--- src/rtl/ex_div_if.sv ---
// ex_div_if: operand/result bundle between the EX stage (master) and the divider (slave)
interface ex_div_if #(parameter int DATA_W = 32);
  logic              signed_div;
  logic [DATA_W-1:0] opdata1;
  logic [DATA_W-1:0] opdata2;
  logic              start;
  logic              annul;
  logic [2*DATA_W-1:0] result;
  logic              ready;
  modport master (output signed_div, opdata1, opdata2, start, annul, input result, ready);
  modport slave  (input signed_div, opdata1, opdata2, start, annul, output result, ready);
endinterface

--- src/rtl/ex_div.sv ---
// ex_div: multi-cycle radix-2 restoring divider returning {remainder, quotient}
// Optional DIV_BYZERO_FAST_EN: divisor==0 short-circuits to a zero result in two cycles.
module ex_div #(
  parameter int DATA_W = 32,
  parameter int CNT_W  = 6
) (
  input logic     clk,
  input logic     rst,
  ex_div_if.slave div
);
  typedef enum logic [1:0] {S_FREE, S_BYZERO, S_ON, S_END} state_t;
  state_t              r_state;
  logic [CNT_W-1:0]    r_cnt;
  logic [2*DATA_W:0]   r_work;
  logic [DATA_W-1:0]   r_dvs;
  logic                r_neg_q;
  logic                r_neg_r;
  logic [2*DATA_W-1:0] r_result;
  logic                r_ready;
  logic [DATA_W-1:0]   w_a_abs;
  logic [DATA_W-1:0]   w_b_abs;
  logic [DATA_W:0]     w_diff;
  logic [DATA_W-1:0]   w_quot;
  logic [DATA_W-1:0]   w_rem;
  assign w_a_abs = (div.signed_div && div.opdata1[DATA_W-1]) ? -div.opdata1 : div.opdata1;
  assign w_b_abs = (div.signed_div && div.opdata2[DATA_W-1]) ? -div.opdata2 : div.opdata2;
  // Partial remainder with the next dividend bit already shifted in sits in work[2W-1:W].
  assign w_diff  = {1'b0, r_work[2*DATA_W-1:DATA_W]} - {1'b0, r_dvs};
  assign w_quot  = r_work[DATA_W-1:0];
  assign w_rem   = r_work[2*DATA_W:DATA_W+1];
  assign div.result = r_result;
  assign div.ready  = r_ready;
  always_ff @(posedge clk) begin
    if (rst) begin
      r_state  <= S_FREE;
      r_ready  <= 1'b0;
      r_result <= '0;
      r_cnt    <= '0;
    end else begin
      case (r_state)
        S_FREE: begin
          r_ready  <= 1'b0;
          r_result <= '0;
          if (div.start && !div.annul) begin
            r_neg_q <= div.signed_div && (div.opdata1[DATA_W-1] ^ div.opdata2[DATA_W-1]);
            r_neg_r <= div.signed_div && div.opdata1[DATA_W-1];
            r_dvs   <= w_b_abs;
            r_work  <= {{DATA_W{1'b0}}, w_a_abs, 1'b0};
            r_cnt   <= '0;
`ifdef DIV_BYZERO_FAST_EN
            r_state <= (div.opdata2 == '0) ? S_BYZERO : S_ON;
`else
            r_state <= S_ON;
`endif
          end
        end
        S_ON: begin
          if (div.annul) begin
            r_state <= S_FREE;
          end else if (r_cnt == CNT_W'(DATA_W)) begin
            r_result <= {r_neg_r ? -w_rem : w_rem, r_neg_q ? -w_quot : w_quot};
            r_ready  <= 1'b1;
            r_state  <= S_END;
          end else begin
            r_work <= w_diff[DATA_W] ? {r_work[2*DATA_W-1:0], 1'b0}
                                     : {w_diff[DATA_W-1:0], r_work[DATA_W-1:0], 1'b1};
            r_cnt  <= r_cnt + 1'b1;
          end
        end
        S_END: begin
          if (div.annul || !div.start) begin
            r_state  <= S_FREE;
            r_ready  <= 1'b0;
            r_result <= '0;
          end
        end
        S_BYZERO: begin
          r_result <= '0;
          r_ready  <= 1'b1;
          r_state  <= S_END;
        end
      endcase
    end
  end
endmodule

--- src/flat_wrapper.sv ---
// flat-port wrapper written by rule: the top's interface ports become plain ports
module ex_div_flat 
#(
  parameter int DATA_W = 32,
  parameter int CNT_W  = 6
)
  (clk, rst, div_signed_div, div_opdata1, div_opdata2, div_start, div_annul, div_result, div_ready);
  ex_div_if #(.DATA_W(DATA_W)) div_i ();
  input logic clk;
  input logic rst;
  input wire logic [$bits(div_i.signed_div)-1:0] div_signed_div;
  input wire logic [$bits(div_i.opdata1)-1:0] div_opdata1;
  input wire logic [$bits(div_i.opdata2)-1:0] div_opdata2;
  input wire logic [$bits(div_i.start)-1:0] div_start;
  input wire logic [$bits(div_i.annul)-1:0] div_annul;
  output wire logic [$bits(div_i.result)-1:0] div_result;
  output wire logic [$bits(div_i.ready)-1:0] div_ready;
  assign div_i.signed_div = div_signed_div;
  assign div_i.opdata1 = div_opdata1;
  assign div_i.opdata2 = div_opdata2;
  assign div_i.start = div_start;
  assign div_i.annul = div_annul;
  assign div_result = div_i.result;
  assign div_ready = div_i.ready;
  ex_div #(.DATA_W(DATA_W), .CNT_W(CNT_W)) u_core (.clk(clk), .rst(rst), .div(div_i));
endmodule
--- config.mk ---
export PLATFORM = sky130hd
export DESIGN_NAME = ex_div_flat
export DESIGN_NICKNAME = d
export VERILOG_FILES = /design/src/rtl/ex_div_if.sv /design/src/rtl/ex_div.sv /design/src/flat_wrapper.sv
export SDC_FILE = /design/constraint.sdc
export NUM_CORES = 1
export LEC_CHECK = 0
export BUFFER_PORTS_ARGS = -buffer_cell sky130_fd_sc_hd__buf_2
export CORE_ASPECT_RATIO = 1.5
export CORE_UTILIZATION = 30
export DETAILED_ROUTE_END_ITERATION = 8
export PLACE_DENSITY = 0.56
export SETUP_SLACK_MARGIN = 0.15
export SYNTH_ARGS = -nofsm -noshare
export SYNTH_HDL_FRONTEND = slang
export SYNTH_SLANG_ARGS = --single-unit
export TNS_END_PERCENT = 50
--- constraint.sdc ---
create_clock -name clk -period 9.7 [get_ports clk]
set_input_delay 1.455 -clock clk [delete_from_list [all_inputs] [get_ports clk]]
set_output_delay 1.455 -clock clk [all_outputs]
set_load 0.03 [all_outputs]
==> impl_metrics.csv <==
group,metric,value,unit
timing,max_freq,252,MHz
synthesis,yosys_warnings,0,
timing,period_needed,3.98,ns
die,rows,84,
global_route,grt_max_degree,75,
cts,clkTransAtPathRegs,0.07,ns
global_route,grt_pass1_vias,8771,
timing,setup_violations,0,
timing,slew-limit-headroom,31.0,%
cts,holdBufCountCts,0,
cells_and_area,layout-drive-gt1-share,15.6,%
power,p_clk_share,36.8,%
worst_setup_path,crit_type,"reg -> reg",
detailed_routing,drt_iter0_drc,543,
power,power.switching,0.000576,W
power,pwr-share-seq,43.7,%
worst_setup_path,critPathArrivalTime,4.12,ns
cts,ctsResizeCount,0,
job,maxCapViolCount,0,
power,ir_drop,0.0928,mV
outcome,outcome,"completed",
detailed_routing,route.detailed.wl_per_inst,16.3,um
synthesis,synth-main-ff-cell,"edfxtp_1",
die,initial_core_util,30.6,%
die,die_h,234,um
place,dpl.hpwl,22400,um
synthesis,ys_ff_latch,172,
cts,clk_path_buf_depth,2,
timing,tns,0,ns
detailed_routing,drc,0,
cells_and_area,nets,1408,
die,die_x,157,um
global_route,grtUsageTotal,16.2,%
detailed_routing,vias,9064,
detailed_routing,drt_wl_total,29100,um
worst_setup_path,slowest_delay,0.66,ns
die,coreArea,35200,sq um
place,place_congestion,0.844,
timing,drv_slew,0,
timing,finClkSkew,0.0145,ns
detailed_routing,top_layer,"met4",
global_route,antenna_found_initial,0,
min_path,min_path_type,"reg -> reg",
detailed_routing,wl_met3,948,um
power,p_leak,4.74,nW
worst_setup_path,crit_slowest_cell,"nor2_1",
synthesis,synthDistinctLibCells,66,
place,io_buffers,133,
power,power_frac_comb,19.5,%
synthesis,syn_avg_cell_area,9.09,sq um
worst_setup_path,cp-start-kind,"flop",
worst_setup_path,cp_max_fo,26,
detailed_routing,wl_met1,12200,um
cells_and_area,n_antenna_cell,0,
detailed_routing,drtAntennaViolNets,0,
synthesis,synth_cells,1186,
cells_and_area,area_growth,16.9,%
timing,tightest_slew,1.03,ns
cts,cts.sinks,172,
power,switching_share,29.3,%
die,ios,134,
place,placedCellCount,1751,
cts,htreeDepth,4,
synthesis,syn_area,10800,sq um
power,pwr_density_cell,156,nW/um^2
global_route,grt_pass1_wl,46000,um
cts,post_cts_buffers,0,
synthesis,synth_nets,1297,
global_route,overflow,0,
detailed_routing,met2WireLength,15300,um
detailed_routing,drt_first_pass_iters,5,
worst_setup_path,required,9.85,ns
cts,clock_latency,0.45,ns
die,dieArea,36700,sq um
detailed_routing,viasPerCell,5.08,
cts,cts_made_buffers,17,
power,p_int,0.00139,W
worst_setup_path,path_cells,"ha_1 > fa_1 > nor2b_1 > o2111a_1 > o21ai_1 > a31oi_1 > nor3_1 > o41a_1 > o211a_1 > buf_4 > nor2_1 > a211oi_1",
synthesis,ys_seq_area_share,41.1,%
timing,hold_viol,0,
worst_setup_path,cp-end-kind,"flop",
cells_and_area,fin_cells,1783,
synthesis,synthArstFlopShare,0,%
cts,cts_root_buffer,"clkbuf_16",
timing,finalCritPeriodShare,41.0,%
cts,cts_tree,"built",
synthesis,synth_edf_count,99,
timing,grt_setup_unrepaired,"false",
[final cells by class]
cell class                      instances  area (sq um)
Clock buffer                           25           559
Inverter                               59           221
Clock inverter                          7          71.3
Fill cell                            3679         22600
Tap cell                              473           592
Timing Repair Buffer                  147           771
Multi-Input combinational cell        900          5960
Sequential cell                       172          4430
[registers in the layout, indices dropped and copies added (netlist names)]
name / count
u_core.div.ready: 1
u_core.div.result: 64
u_core.r_cnt: 6
u_core.r_dvs: 32
u_core.r_neg_q: 1
u_core.r_neg_r: 1
u_core.r_state: 2
u_core.r_work: 65
[worst max-delay path: cells and delay by family, from the launching register on]
family / cells / cell delay, ns
adder cells (fa/ha/maj): 2 / 0.63
AND/OR/NAND/NOR: 3 / 0.94
flip-flops: 1 / 0.38
buffers and inverters: 1 / 0.20
AO/OA/AOI/OAI: 6 / 1.51
[final timing paths]
path | startpoint | endpoint | slack (ns) | cells after the start
min reg2reg | u_core.div.result[2]$_SDFFE_PP0P_ | u_core.div.result[2]$_SDFFE_PP0P_ | 0.45 | 2
max reg2reg | u_core.r_dvs[0]$_DFFE_PP_ | u_core.r_work[61]$_SDFFCE_PN0P_ | 5.72 | 12
max | u_core.r_dvs[0]$_DFFE_PP_ | u_core.r_work[61]$_SDFFCE_PN0P_ | 5.72 | 12
min | u_core.div.result[2]$_SDFFE_PP0P_ | u_core.div.result[2]$_SDFFE_PP0P_ | 0.45 | 2
[per-layer routing]
layer | global-route usage (%) | vias to the layer above
met5 | 0 | -
li1 | - | 4563
met4 | 6.50 | 0
met1 | 18.4 | 4265
met3 | 2.66 | 40
met2 | 29.8 | 196
[cells by family (layout without fill, tap and decap cells)]
| group | after synthesis | after routing | share of synthesized area [%] |
|---|---|---|---|
| AO/OA/AOI/OAI | 361 | 361 | 21.6 |
| XOR/XNOR | 143 | 143 | 11.6 |
| adder cells (fa/ha/maj) | 42 | 42 | 4.94 |
| buffers and inverters | 114 | 238 | 3.97 |
| flip-flops | 172 | 172 | 41.1 |
| multiplexers | 5 | 5 | 0.464 |
| AND/OR/NAND/NOR | 349 | 349 | 16.3 |
[through the flow]
stage / utilization [%] / hold slack (ns) / total power, W / instance area (sq um) / setup WS [ns]
finish: 35.8 / 0.450 / 0.00197 / 12600 / 5.72
global route: 35.8 / 0.479 / 0.00206 / 12600 / 5.46
CTS: 35.8 / 0.455 / 0.00199 / 12600 / 5.73
detailed placement: 34.0 / 0.445 / 0.00126 / 12000 / 5.63
global placement: 34.0 / 0.439 / 0.00126 / 12000 / 5.62
floorplan: - / 0.463 / 0.00114 / 10800 / 4.62
[power groups by stage]
| stage | sequential, W | combinational [W] | clock (W) |
|---|---|---|---|
| after global placement | 0.000875 | 0.000381 | 0 |
| after detailed placement | 0.000876 | 0.000384 | 0 |
| after CTS | 0.000860 | 0.000387 | 0.000743 |
| final | 0.000860 | 0.000383 | 0.000724 |
| after global routing | 0.000864 | 0.000430 | 0.000766 |
| after floorplan | 0.000869 | 0.000273 | 0 |
[cell usage after synthesis, drive strengths merged (19+ instances only)]
cell | instances | share of area (%)
a21oi | 84 | 3.9
a22o | 20 | 1.6
a22oi | 37 | 2.6
clkbuf | 51 | 1.8
dfxtp | 73 | 14
edfxtp | 99 | 28
ha | 41 | 4.8
inv | 59 | 2.1
nand2 | 97 | 3.4
nand3 | 32 | 1.5
nor2 | 85 | 3.0
nor3 | 22 | 1.0
o21ai | 111 | 5.2
o31ai | 19 | 1.4
xnor2 | 96 | 7.8
xor2 | 47 | 3.8
[cell usage in the layout (no fill, tap or decap), drive strengths merged, types with 4 or more instances in the layout]
| cell | n |
|---|---|
| nand2 | 97 |
| o31ai | 19 |
| nor3 | 22 |
| a22o | 20 |
| o21a | 9 |
| or2 | 7 |
| nor4 | 15 |
| nand2b | 15 |
| xnor2 | 96 |
| o21ai | 111 |
| buf | 147 |
| and3 | 4 |
| and2 | 11 |
| or3 | 15 |
| xor2 | 47 |
| o211ai | 6 |
| a221oi | 4 |
| a211oi | 12 |
| a22oi | 37 |
| a21oi | 84 |
| ha | 41 |
| mux2i | 5 |
| a31oi | 6 |
| nor2b | 11 |
| o41ai | 18 |
| nand3 | 32 |
| nand4 | 8 |
| inv | 60 |
| clkinv | 4 |
| or4 | 14 |
| a21o | 10 |
| o21bai | 5 |
| clkbuf | 25 |
| nor2 | 85 |
| nand3b | 4 |
| dfxtp | 73 |
| edfxtp | 99 |
No activity file was read; power rests on OpenSTA's default activity.
